$ cat src/rtl/jzjpcc_decode_hazard_controller.sv
// jzjpcc_decode_hazard_controller
//
// Pipeline sequencer for the fetch and decode stages of the pipelined core.
// Every cycle it decides whether the instruction sitting in decode advances
// into execute, is held where it is, or is replaced by a bubble. The inputs
// that drive the decision are:
// - load-use hazards against the load currently in execute
// - control-flow redirects resolved by decode's next-PC logic
// - data-memory waits, which freeze the whole pipe
// - ECALL/EBREAK halts, released by an external resume pulse
// A saturating counter of stalled-decode cycles is kept for debug.
//
// Parameters:
//   REDIRECT_FLUSH_CYCLES  fetch latency; number of cycles fetch output is
//                          discarded after a redirect (1..3)
//   COUNT_WIDTH            width of the stall-cycle counter
//
// Ports:
//   clock            in   core clock, rising edge
//   reset_n          in   asynchronous active-low reset
//   decode_valid     in   decode holds a real instruction
//   decode_rs1       in   rs1 field of the decode instruction
//   decode_rs1_used  in   decode instruction reads rs1
//   decode_rs2       in   rs2 field of the decode instruction
//   decode_rs2_used  in   decode instruction reads rs2
//   execute_is_load  in   execute stage holds a LOAD
//   execute_rd       in   destination register of the execute instruction
//   redirect_request in   decode resolved JAL/JALR/taken branch
//   mem_busy         in   memory stage waiting on data memory
//   halt_request     in   decode holds ECALL/EBREAK
//   resume           in   external debug resume pulse
//   stall_fetch      out  hold PC and fetch register
//   stall_decode     out  hold decode register
//   bubble_execute   out  load a NOP into execute
//   flush_fetch      out  discard the instruction arriving from fetch
//   take_redirect    out  PC mux selects the decode-computed target
//   halted           out  core halted
//   stall_count      out  saturating count of cycles with stall_decode=1

module jzjpcc_decode_hazard_controller #(
    parameter int REDIRECT_FLUSH_CYCLES = 1,
    parameter int COUNT_WIDTH           = 16
) (
    input  logic                   clock,
    input  logic                   reset_n,
    input  logic                   decode_valid,
    input  logic [4:0]             decode_rs1,
    input  logic                   decode_rs1_used,
    input  logic [4:0]             decode_rs2,
    input  logic                   decode_rs2_used,
    input  logic                   execute_is_load,
    input  logic [4:0]             execute_rd,
    input  logic                   redirect_request,
    input  logic                   mem_busy,
    input  logic                   halt_request,
    input  logic                   resume,
    output logic                   stall_fetch,
    output logic                   stall_decode,
    output logic                   bubble_execute,
    output logic                   flush_fetch,
    output logic                   take_redirect,
    output logic                   halted,
    output logic [COUNT_WIDTH-1:0] stall_count
);

    typedef enum logic [1:0] {
        RUN      = 2'd0,
        MEM_WAIT = 2'd1,
        REDIRECT = 2'd2,
        HALT     = 2'd3
    } state_t;

    // The redirect cycle itself discards one fetch slot; the counter holds
    // how many further slots still need discarding.
    localparam logic [1:0] FLUSH_LOAD      = 2'(REDIRECT_FLUSH_CYCLES - 1);
    localparam bit         NEEDS_FLUSH_ST  = (REDIRECT_FLUSH_CYCLES > 1);
    localparam logic [COUNT_WIDTH-1:0] COUNT_ONE = {{(COUNT_WIDTH-1){1'b0}}, 1'b1};

    state_t     state;
    state_t     next_state;
    logic [1:0] flush_cnt;
    logic [1:0] next_flush_cnt;

    logic       hazard;
    logic       rs1_match;
    logic       rs2_match;

    logic       sf_c;
    logic       sd_c;
    logic       be_c;
    logic       ff_c;
    logic       tr_c;
    logic       hl_c;

    // Load-use detection: x0 is hard-wired zero, so a load targeting it
    // can never produce a value decode needs to wait for.
    always_comb begin
        rs1_match = decode_rs1_used && (decode_rs1 == execute_rd);
        rs2_match = decode_rs2_used && (decode_rs2 == execute_rd);
        hazard    = decode_valid && execute_is_load && (execute_rd != 5'd0)
                    && (rs1_match || rs2_match);
    end

    // Next-state and raw output decode. MEM_WAIT shares the RUN decision
    // tree: once mem_busy drops the normal rules apply in the same cycle,
    // so leaving the wait costs no extra cycle. Inside RUN the order of the
    // if-chain is the priority order; the hazard check sits above the
    // redirect check so that take_redirect can never coincide with a stall.
    always_comb begin
        next_state     = state;
        next_flush_cnt = flush_cnt;
        sf_c           = 1'b0;
        sd_c           = 1'b0;
        be_c           = 1'b0;
        ff_c           = 1'b0;
        tr_c           = 1'b0;
        hl_c           = 1'b0;

        case (state)
            RUN, MEM_WAIT: begin
                if (mem_busy) begin
                    sf_c       = 1'b1;
                    sd_c       = 1'b1;
                    next_state = MEM_WAIT;
                end else if (decode_valid && halt_request) begin
                    sf_c       = 1'b1;
                    sd_c       = 1'b1;
                    be_c       = 1'b1;
                    next_state = HALT;
                end else if (hazard) begin
                    sf_c       = 1'b1;
                    sd_c       = 1'b1;
                    be_c       = 1'b1;
                    next_state = RUN;
                end else if (decode_valid && redirect_request) begin
                    tr_c           = 1'b1;
                    ff_c           = 1'b1;
                    next_flush_cnt = FLUSH_LOAD;
                    next_state     = NEEDS_FLUSH_ST ? REDIRECT : RUN;
                end else begin
                    next_state = RUN;
                end
            end

            // Wrong-path fetches keep arriving until the fetch latency has
            // drained. A memory wait freezes the drain without losing it.
            REDIRECT: begin
                ff_c = 1'b1;
                if (mem_busy) begin
                    sf_c = 1'b1;
                    sd_c = 1'b1;
                end else if (flush_cnt <= 2'd1) begin
                    next_flush_cnt = 2'd0;
                    next_state     = RUN;
                end else begin
                    next_flush_cnt = flush_cnt - 2'd1;
                end
            end

            // Halted: the ECALL/EBREAK stays parked in decode and execute is
            // fed bubbles. On resume decode is released so the halting
            // instruction is consumed as a bubble rather than re-executed.
            HALT: begin
                sf_c = 1'b1;
                sd_c = !resume;
                be_c = 1'b1;
                hl_c = 1'b1;
                if (resume) begin
                    next_state = RUN;
                end
            end

            default: begin
                next_state     = RUN;
                next_flush_cnt = 2'd0;
            end
        endcase
    end

    // Outputs are forced low for as long as reset is held, independent of
    // whatever the other inputs are doing.
    always_comb begin
        stall_fetch    = reset_n && sf_c;
        stall_decode   = reset_n && sd_c;
        bubble_execute = reset_n && be_c;
        flush_fetch    = reset_n && ff_c;
        take_redirect  = reset_n && tr_c;
        halted         = reset_n && hl_c;
    end

    // State and flush counter. Reset abandons any partial flush.
    always_ff @(posedge clock or negedge reset_n) begin
        if (!reset_n) begin
            state     <= RUN;
            flush_cnt <= 2'd0;
        end else begin
            state     <= next_state;
            flush_cnt <= next_flush_cnt;
        end
    end

    // Debug stall counter: sticks at all-ones instead of wrapping so a
    // long-running stall storm is still visible.
    always_ff @(posedge clock or negedge reset_n) begin
        if (!reset_n) begin
            stall_count <= '0;
        end else if (stall_decode && (stall_count != '1)) begin
            stall_count <= stall_count + COUNT_ONE;
        end
    end

endmodule

$ cat config.mk
export PLATFORM = sky130hd
export DESIGN_NAME = jzjpcc_decode_hazard_controller
export DESIGN_NICKNAME = d
export VERILOG_FILES = /design/src/rtl/jzjpcc_decode_hazard_controller.sv
export SDC_FILE = /design/constraint.sdc
export NUM_CORES = 1
export LEC_CHECK = 0
export ABC_CLOCK_PERIOD_IN_PS = 4500
export CAP_MARGIN = 20
export CORE_ASPECT_RATIO = 0.75
export CORE_UTILIZATION = 47
export DETAILED_ROUTE_END_ITERATION = 16
export PLACE_DENSITY = 0.85
export SLEW_MARGIN = 20
export SYNTH_ARGS = -nofsm -noshare
export SYNTH_HDL_FRONTEND = slang
export SYNTH_SLANG_ARGS = --single-unit
$ cat constraint.sdc
create_clock -name clock -period 4.5 [get_ports clock]
set_input_delay 0.9 -clock clock [delete_from_list [all_inputs] [get_ports clock]]
set_output_delay 0.9 -clock clock [all_outputs]
set_load 0.05 [all_outputs]
==> results of run 1 <==
final cells by class:
type	count	area, um2	share of cell area
clock buffer	4	36.3	0.0203
inverter	3	11.3	0.00630
multi-input combinational	103	706	0.395
sequential	20	500	0.280
tap	34	42.5	0.0238
timing repair buffer	48	490	0.275
power groups by stage:
stage | Clock (mW) | Combinational, mW | Sequential, mW
floorplan | 0 | 0.109 | 0.374
global placement | 0 | 0.337 | 0.265
detailed placement | 0 | 0.347 | 0.270
CTS | 0.109 | 0.348 | 0.267
global route | 0.116 | 0.364 | 0.274
finish | 0.104 | 0.347 | 0.270
final timing paths:
check                           startpoint              end  slack (ns)  cells past startpoint
max in group asynchronous          reset_n   stall_count[0]        3.39                      2
setup reg to reg            stall_count[0]   stall_count[1]        2.58                      6
setup / recovery             execute_rd[1]   bubble_execute        0.33                      6
hold reg to reg            stall_count[11]  stall_count[11]        0.52                      1
hold / removal             stall_count[11]  stall_count[11]        0.52                      1
min in group asynchronous          reset_n         state[0]        0.95                      2
cell families after synthesis:
family          synth area share
buf+inv                   0.0292
fa+ha+maj                 0.0101
compound gates             0.124
flops                      0.403
mux                       0.0181
simple gates               0.247
xor+xnor                   0.169
registers in the layout (all words and copies together) (netlist names):
register and flops:
state 2, flush_cnt 2, stall_count 16
layout by cell type, fill, tap and decap left out, types with 2 or more instances in the layout:
cell type,Yosys,final
clkdlybuf4s50_1,0,42
dfrtp_1,20,20
nand2_1,14,14
xor2_1,13,13
xnor2_1,11,11
nor2_1,9,9
nor4_1,8,8
nand3_1,6,6
nor3_1,6,6
nand4_1,5,5
buf_4,0,4
inv_1,3,3
clkbuf_4,0,3
o21a_1,2,2
and2_1,2,2
and3_1,2,2
o21ai_0,2,2
mux2_2,2,2
nand2b_1,2,2
buf_12,0,2
worst reg2reg max path, delay by kind of cell, from the launching register on:
family                   cells  cell delay, ns
AND/OR/NAND/NOR              3            0.49
flip-flops                   1            0.43
AO/OA/AOI/OAI                1            0.38
multiplexers                 1            0.29
adder cells (fa/ha/maj)      1            0.24
per-layer routing:
| metal | up-vias | GRT usage | share of wire |
|---|---|---|---|
| met5 | - | 0 | 0 |
| met4 | 0 | 0.0622 | 0.0054 |
| met3 | 4 | 0.0506 | 0.055 |
| met2 | 53 | 0.422 | 0.49 |
| met1 | 578 | 0.303 | 0.45 |
| li1 | 559 | - | - |
metrics by stage:
step | utilization | worst slack (ns) | std cells | hold slack, ns
6_report | 0.744 | 0.330 | 212 | 0.515
5_1_grt | 0.744 | 0.243 | 212 | 0.544
4_1_cts | 0.744 | 0.316 | 212 | 0.517
3_5_place_dp | 0.729 | 0.314 | 208 | 0.489
3_3_place_gp | 0.729 | 0.389 | 208 | 0.484
2_1_floorplan | - | 0.998 | 130 | 0.463
==> summary.txt, run 1 <==
Pwr
  – Pleak: 0.722 nW
  – Gate power share: 0.482
  – Total power: 0.721 mW
  – Internal Power: 0.397 mW
  – Clock Power Share: 0.144
  – Power Dens Cells: 403 mW/mm2
  – Maximum VDD drop: 0.000236 V
  – Psw: 0.324 mW
  – Sequential Power Share: 0.374
  – Sw frac: 0.449

Synthesis
  – Mapped Cells: 130
  – Mean Syn Cell Area: 9.56 um2
  – Post-synthesis sequential area ratio: 0.403
  – Synth async-reset ratio: 1.00
  – Commonest register cell after synthesis: dfrtp_1
  – Synth Register Bits: 20
  – Synth top area cells: dfrtp_1, xor2_1, xnor2_1, nand2_1, nor4_1
  – Synth top area share: 0.403
  – Area leader, netlist: dfrtp_1
  – Post-Syn Area: 0.00124 mm2
  – Post-synth EDFFs: 0
  – Count of cell types in the netlist: 38
  – Synth cell count leaders: dfrtp_1, nand2_1, xor2_1
  – Top-count cell post-synth: dfrtp_1
  – Net count after synthesis: 156
  – Warnings, synthesis: 0

STA
  – Setup_tns: 0 ns
  – Slew margin rel.: 0.663
  – Fmax: 0.240 GHz
  – Fin. Hold Viols: 0
  – Post-route minimum period: 4.17 ns
  – Worst slew pin tran: 0.504 ns
  – Max Clock Skew: 0.00851 ns
  – RSZ-0062 raised after global routing: no
  – Slew Viols, Final: 0
  – Final Cycle Share: 0.927
  – Final Setup Violations: 0

Floorplanning
  – IO Pins: 47
  – Die Wd: 61.4 um
  – Die ar.: 0.00286 mm2
  – Die height: 46.5 um
  – # rows: 15
  – Core area: 0.00240 mm2
  – Initial Util: 0.517

Finish
  – Area delta synth->final: 43.8%
  – N_diodes: 0
  – Finished Cell Area: 0.00179 mm2
  – Layout cell share with drive strength beyond 1: 0.107
  – Layout fillers: 194
  – Layout Nets: 205

Clock network
  – H-tree depth: 1
  – Hold buffers post-CTS: 0
  – CTS buffer count: 3
  – Clock Sinks: 20
  – CTS tree: done
  – CTS max path bufs: 2
  – Reg clk slew, reported paths: 0.11 ns
  – Post CTS Setup Buffer Count: 0
  – Resized Gates After CTS: 0
  – CTS root buffer: clkbuf_4
  – Skew-Pair Late Insertion Delay: 0.31 ns

Critical path
  – Cell family contributing the most delay on the critical path: buffers and inverters
  – CP Class: in2out
  – Setup crit start kind: input pin
  – CP Capture Type: output pin
  – CP arrival: 3.27 ns
  – Most used cell, CP: clkdlybuf4s50_1
  – WP data required: 3.60 ns
  – Crit-path max cell delay: 0.71 ns
  – CP Max Fanout: 4
  – Critical path's slowest cell: clkdlybuf4s50_1
  – CP Buf/Inv Count: 2
  – Worst-path cell chain: clkdlybuf4s50_1 > or3_1 > o311a_4 > a221oi_2 > nor3_1 > clkdlybuf4s50_1

Flow run
  – Max Cap Viol: 0

Worst hold path
  – Worst hold path type: reg2reg

Route
  – Drt initial violations: 57
  – Wire per inst: 14.8 um
  – ANT nets after route: 0
  – Via Count: 1194
  – DRT Pass-1 Iters: 5
  – Drt drc: 0
  – Vias per cell: 5.63
  – Routed WL: 3.14 mm

Placed design
  – PortBufs: 46
  – Placer Congestion: 0.736
  – Placed cell area: 0.00175 mm2
  – HPWL after DPL: 2.47 mm

Global routing
  – GRT Resource Usage Total: 0.241
  – Number of antenna violations at the first check in global routing: 0
  – Global-route wire length before repair: 4.97 mm
  – Largest net degree at the start of global routing: 17
  – Vias in the first global route: 1109
  – Total gr overflow: 0

Run status
  – Status: complete, no violations
Power figures use the tool's default switching activity.
==> run 2, diff against run 1 <==
--- a/config.mk
+++ b/config.mk
@@ -7,10 +7,8 @@
 export LEC_CHECK = 0
 export ABC_CLOCK_PERIOD_IN_PS = 4500
 export CAP_MARGIN = 20
-export CORE_ASPECT_RATIO = 0.75
-export CORE_UTILIZATION = 47
+export CORE_UTILIZATION = 27
 export DETAILED_ROUTE_END_ITERATION = 16
-export PLACE_DENSITY = 0.85
 export SLEW_MARGIN = 20
 export SYNTH_ARGS = -nofsm -noshare
 export SYNTH_HDL_FRONTEND = slang
==> run 2 against run 1 <==
Net effect: global-route usage decreased by 9.9 points; via count decreased by 1.6%; die area increased by 71%; critical path depth unchanged; clock-buffer cell count unchanged; clock skew decreased by 0.0055 ns; critical endpoint unchanged; non-clock buffer count unchanged; sequential power about the same; routed wire length increased by 6.1%; sequential share of layout area decreased by 0.63 points.
==> summary.txt, run 2 (synthesis gave the netlist of run 1 again) <==
STA
  – Slew margin rel.: 0.651
  – Setup_tns: 0 ns
  – RSZ-0062 raised after global routing: no
  – Slew Viols, Final: 0
  – Fmax: 0.240 GHz
  – Max Clock Skew: 0.00301 ns
  – Final Cycle Share: 0.926
  – Worst slew pin tran: 0.522 ns
  – Final Setup Violations: 0
  – WHS: 0.500 ns
  – Fin. Hold Viols: 0
  – Post-route minimum period: 4.17 ns

Run status
  – Status: complete, no violations

Pwr
  – Maximum VDD drop: 0.000315 V
  – Pleak: 0.730 nW
  – Power Dens Cells: 409 mW/mm2
  – Total power: 0.748 mW

Route
  – Routed WL: 3.33 mm
  – Drt drc: 0
  – DRT Pass-1 Iters: 4
  – ANT nets after route: 0
  – Via Count: 1175
  – Wire per inst: 14.5 um
  – Drt initial violations: 54
  – Vias per cell: 5.11

Critical path
  – Most used cell, CP: clkdlybuf4s50_1
  – CP Class: in2out
  – Crit-path max cell delay: 0.71 ns
  – CP Capture Type: output pin
  – CP arrival: 3.27 ns
  – Critical path's slowest cell: clkdlybuf4s50_1
  – Crit. Startpoint: execute_rd[1]
  – Reg-to-reg startpoint: state[0]
  – WP data required: 3.60 ns
  – CP Max Fanout: 4
  – Setup crit start kind: input pin
  – Worst-path cell chain: clkdlybuf4s50_1 > or3_1 > o311a_4 > a221oi_2 > nor3_1 > clkdlybuf4s50_1

Global routing
  – Largest net degree at the start of global routing: 25
  – GRT Resource Usage Total: 0.141
  – Vias in the first global route: 1207
  – Global-route wire length before repair: 5.51 mm
  – Total gr overflow: 0
  – Number of antenna violations at the first check in global routing: 0

Clock network
  – Resized Gates After CTS: 0
  – Skew-Pair Late Insertion Delay: 0.26 ns
  – Reg clk slew, reported paths: 0.07 ns
  – CTS root buffer: clkbuf_8
  – CTS buffer count: 3
  – Hold buffers post-CTS: 0
  – Clock Sinks: 20
  – CTS max path bufs: 2
  – Post CTS Setup Buffer Count: 0
  – CTS tree: done
  – H-tree depth: 1

Finish
  – Max reg flops: 16
  – Most frequent cells in the layout: clkdlybuf4s50_1, dfrtp_1, nand2_1, xor2_1, xnor2_1
  – Layout Nets: 205
  – Area delta synth->final: 47.1%
  – Largest regs: stall_count: 16 flops, flush_cnt: 2 flops, state: 2 flops
  – Biggest register: stall_count
  – Layout cell share with drive strength beyond 1: 0.107
  – Commonest non-fill, non-tap cell in the layout: clkdlybuf4s50_1
  – Final cell count without fillers: 230
  – N_diodes: 0

Worst hold path
  – Min-delay src: stall_count[11]
  – Worst hold path type: reg2reg

Flow run
  – Max Cap Viol: 0

Placed design
  – PortBufs: 46
  – Post-Place Cells: 226
  – Placer Congestion: 0.876
  – HPWL after DPL: 2.51 mm

Floorplanning
  – Die ar.: 0.00488 mm2
  – Die height: 69.8 um
  – # rows: 24
  – Initial Util: 0.283
  – Die Wd: 69.8 um
  – IO Pins: 47
  – Core area: 0.00438 mm2
==> run 2: cell counts in the layout (fill, tap and decap cells not counted) <==
Identical to the previous run, type by type.
==> run 2: stage by stage <==
stage / setup WS, ns / util / cell area [um2]
final: 0.332 / 0.417 / 1830
after global placement: 0.350 / 0.404 / 1770
after detailed placement: 0.339 / 0.404 / 1770
after CTS: 0.335 / 0.417 / 1830
after global routing: 0.248 / 0.417 / 1830
after floorplan: 0.998 / - / 1240
==> run 2: area by class of cell <==
| class | count | area (um2) |
|---|---|---|
| inverter | 3 | 11.3 |
| fill | 425 | 2560 |
| timing repair buffer | 48 | 490 |
| clock buffer | 4 | 55.1 |
| tap | 52 | 65.1 |
| sequential | 20 | 500 |
| multi-input combinational | 103 | 706 |
==> run 2: power by group <==
part,internal (mW),total (mW),switching [mW]
Clock,0.0779,0.136,0.0586
Sequential,0.216,0.267,0.0512
Combinational,0.131,0.345,0.214
==> run 2: per-layer routing <==
layer / global-route usage / vias to the layer above / share of wire
li1: - / 563 / -
met4: 0.0533 / 0 / 0.013
met2: 0.240 / 57 / 0.47
met5: 0 / - / 0
met1: 0.169 / 551 / 0.43
met3: 0.0378 / 4 / 0.086
==> run 2: worst max-delay path: cells and delay by family <==
family	cells	cell delay [ns]
and+or+nand+nor	2	0.52
buffers and inverters	2	1.18
AOI/OAI and AO/OA	2	0.68
==> run 2: final timing paths <==
path	to	slack [ns]	cells past startpoint
worst max-delay path	bubble_execute	0.33	6
worst min register to register	stall_count[11]	0.50	1
worst max register to register	stall_count[1]	2.61	6
max in group asynchronous	stall_count[2]	3.20	2
worst min-delay path	stall_count[11]	0.50	1
min in group asynchronous	state[1]	1.07	2
==> run 3, diff against run 2 <==
--- a/config.mk
+++ b/config.mk
@@ -9,6 +9,7 @@
 export CAP_MARGIN = 20
 export CORE_UTILIZATION = 27
 export DETAILED_ROUTE_END_ITERATION = 16
+export MAX_ROUTING_LAYER = met4
 export SLEW_MARGIN = 20
 export SYNTH_ARGS = -nofsm -noshare
 export SYNTH_HDL_FRONTEND = slang
==> run 3 against run 2 <==
Net effect: worst setup slack better by 0.0028 ns; power is 0.15% lower; utilization stayed put; final cell count stayed put; non-clock buffer count stayed put; clock power hardly changed; clock skew is 0.0016 ns higher; global-route usage is 0.37 points higher; flip-flop and latch count stayed put; critical endpoint unchanged; via count is 0.77% lower; largest cell class unchanged; routed wire length is 0.33% lower; critical path type unchanged.
==> summary.txt, run 3 (synthesis gave the netlist of run 1 again) <==
Run status
  – Status: complete, no violations

STA
  – Worst slew pin tran: 0.522 ns
  – Setup_tns: 0 ns
  – RSZ-0062 raised after global routing: no
  – Final Setup Violations: 0
  – Slew margin rel.: 0.651
  – Fin. Hold Viols: 0
  – Max Clock Skew: 0.00464 ns
  – Final Cycle Share: 0.926
  – WHS: 0.500 ns
  – Fmax: 0.240 GHz
  – Slew Viols, Final: 0
  – Post-route minimum period: 4.16 ns

Finish
  – Layout cell share with drive strength beyond 1: 0.107
  – Most frequent cells in the layout: clkdlybuf4s50_1, dfrtp_1, nand2_1, xor2_1, xnor2_1
  – Finished Cell Area: 0.00183 mm2
  – Largest regs: stall_count: 16 flops, flush_cnt: 2 flops, state: 2 flops
  – Biggest register: stall_count
  – Layout fillers: 425
  – Commonest non-fill, non-tap cell in the layout: clkdlybuf4s50_1
  – Area delta synth->final: 47.1%
  – Layout Nets: 205
  – Max reg flops: 16
  – N_diodes: 0

Floorplanning
  – Die Wd: 69.8 um
  – Die height: 69.8 um
  – # rows: 24
  – Core area: 0.00438 mm2
  – Initial Util: 0.283
  – Die ar.: 0.00488 mm2
  – IO Pins: 47

Clock network
  – Skew-Pair Late Insertion Delay: 0.26 ns
  – Clock Sinks: 20
  – CTS tree: done
  – Post CTS Setup Buffer Count: 0
  – H-tree depth: 1
  – CTS root buffer: clkbuf_8
  – CTS buffer count: 3
  – Hold buffers post-CTS: 0
  – CTS max path bufs: 2
  – Resized Gates After CTS: 0
  – Reg clk slew, reported paths: 0.07 ns

Global routing
  – Global-route wire length before repair: 5.50 mm
  – GRT Resource Usage Total: 0.145
  – Vias in the first global route: 1207
  – Number of antenna violations at the first check in global routing: 0
  – Largest net degree at the start of global routing: 25
  – Busiest grt layer: met2
  – Grt met1 use: 0.170
  – GRT met2 Usage: 0.240
  – Total gr overflow: 0
  – Grt met3 use: 0.0349

Critical path
  – CP Max Fanout: 4
  – CP arrival: 3.26 ns
  – CP Capture Type: output pin
  – WP data required: 3.60 ns
  – CP Class: in2out
  – Worst R2R Path Depth: 6
  – Setup crit start kind: input pin
  – Reg-to-reg startpoint: state[0]
  – Worst reg2reg path endpoint: stall_count[1]
  – R2R setup slack: 2.61 ns

Pwr
  – Gate power share: 0.461
  – Internal Power: 0.425 mW
  – Sequential Power Share: 0.358
  – Pleak: 0.730 nW
  – Maximum VDD drop: 0.000313 V
  – Power Dens Cells: 409 mW/mm2
  – Psw: 0.322 mW
  – Clock Power Share: 0.181
  – Sw frac: 0.431

Route
  – Drt initial violations: 49
  – Wire per inst: 14.4 um
  – Drt drc: 0
  – ANT nets after route: 0
  – Vias per cell: 5.07
  – DRT Pass-1 Iters: 4
  – Routed WL: 3.32 mm
  – Via Count: 1166

Placed design
  – HPWL after DPL: 2.51 mm
  – PortBufs: 46
  – Placed cell area: 0.00177 mm2
  – Placer Congestion: 0.891

Worst hold path
  – Hold path depth: 1
  – Min-Delay Endpoint: stall_count[11]
  – Worst hold path type: reg2reg
  – Min-delay src: stall_count[11]

Flow run
  – Max Cap Viol: 0
## run 3: cell counts in the layout (fill, tap and decap cells not counted)
Identical to the previous run, type by type.
## run 3: metrics by stage
stage                     std cells  setup WS [ns]  power, mW   util
after floorplan                 130          0.998      0.483      -
after global placement          226          0.350      0.608  0.404
after detailed placement        226          0.339      0.613  0.404
after CTS                       230          0.335      0.755  0.417
after global routing            230          0.248      0.790  0.417
final                           230          0.335      0.747  0.417
## run 3: cell type report
type / count / area, um2 / area share
multi-input cells: 103 / 706 / 0.386
flip-flops and latches: 20 / 500 / 0.274
repair buffers: 48 / 490 / 0.268
well taps: 52 / 65.1 / 0.0356
clock buffers: 4 / 55.1 / 0.0301
inverters: 3 / 11.3 / 0.00616
## run 3: worst max path at each step
stage | start | to | slack, ns | depth (start not counted)
final | execute_rd[1] | bubble_execute | 0.34 | 6
after global routing | execute_rd[1] | bubble_execute | 0.25 | 6
after CTS | execute_rd[1] | bubble_execute | 0.33 | 6
after detailed placement | execute_rd[1] | bubble_execute | 0.34 | 6
after global placement | execute_rd[1] | bubble_execute | 0.35 | 6
after floorplan | execute_rd[1] | bubble_execute | 1.0 | 5
## run 3: per-layer routing
metal / part of all wire / vias to the layer above
li1: - / 562
met3: 0.078 / 4
met4: 0.013 / 0
met2: 0.47 / 55
met5: 0 / -
met1: 0.44 / 545
## run 3: critical path, stage by stage
cell and delay, ns:
clkdlybuf4s50_1 0.47, or3_1 0.41, o311a_4 0.34, a221oi_2 0.33
nor3_1 0.11, clkdlybuf4s50_1 0.71
## run 3: power by group through the flow
stage          Clock, mW  Sequential (mW)  Combinational (mW)
3_5_place_dp           0            0.269               0.344
5_1_grt            0.149            0.274               0.367
6_report           0.135            0.267               0.345
2_1_floorplan          0            0.374               0.109
4_1_cts            0.141            0.267               0.347
3_3_place_gp           0            0.267               0.341
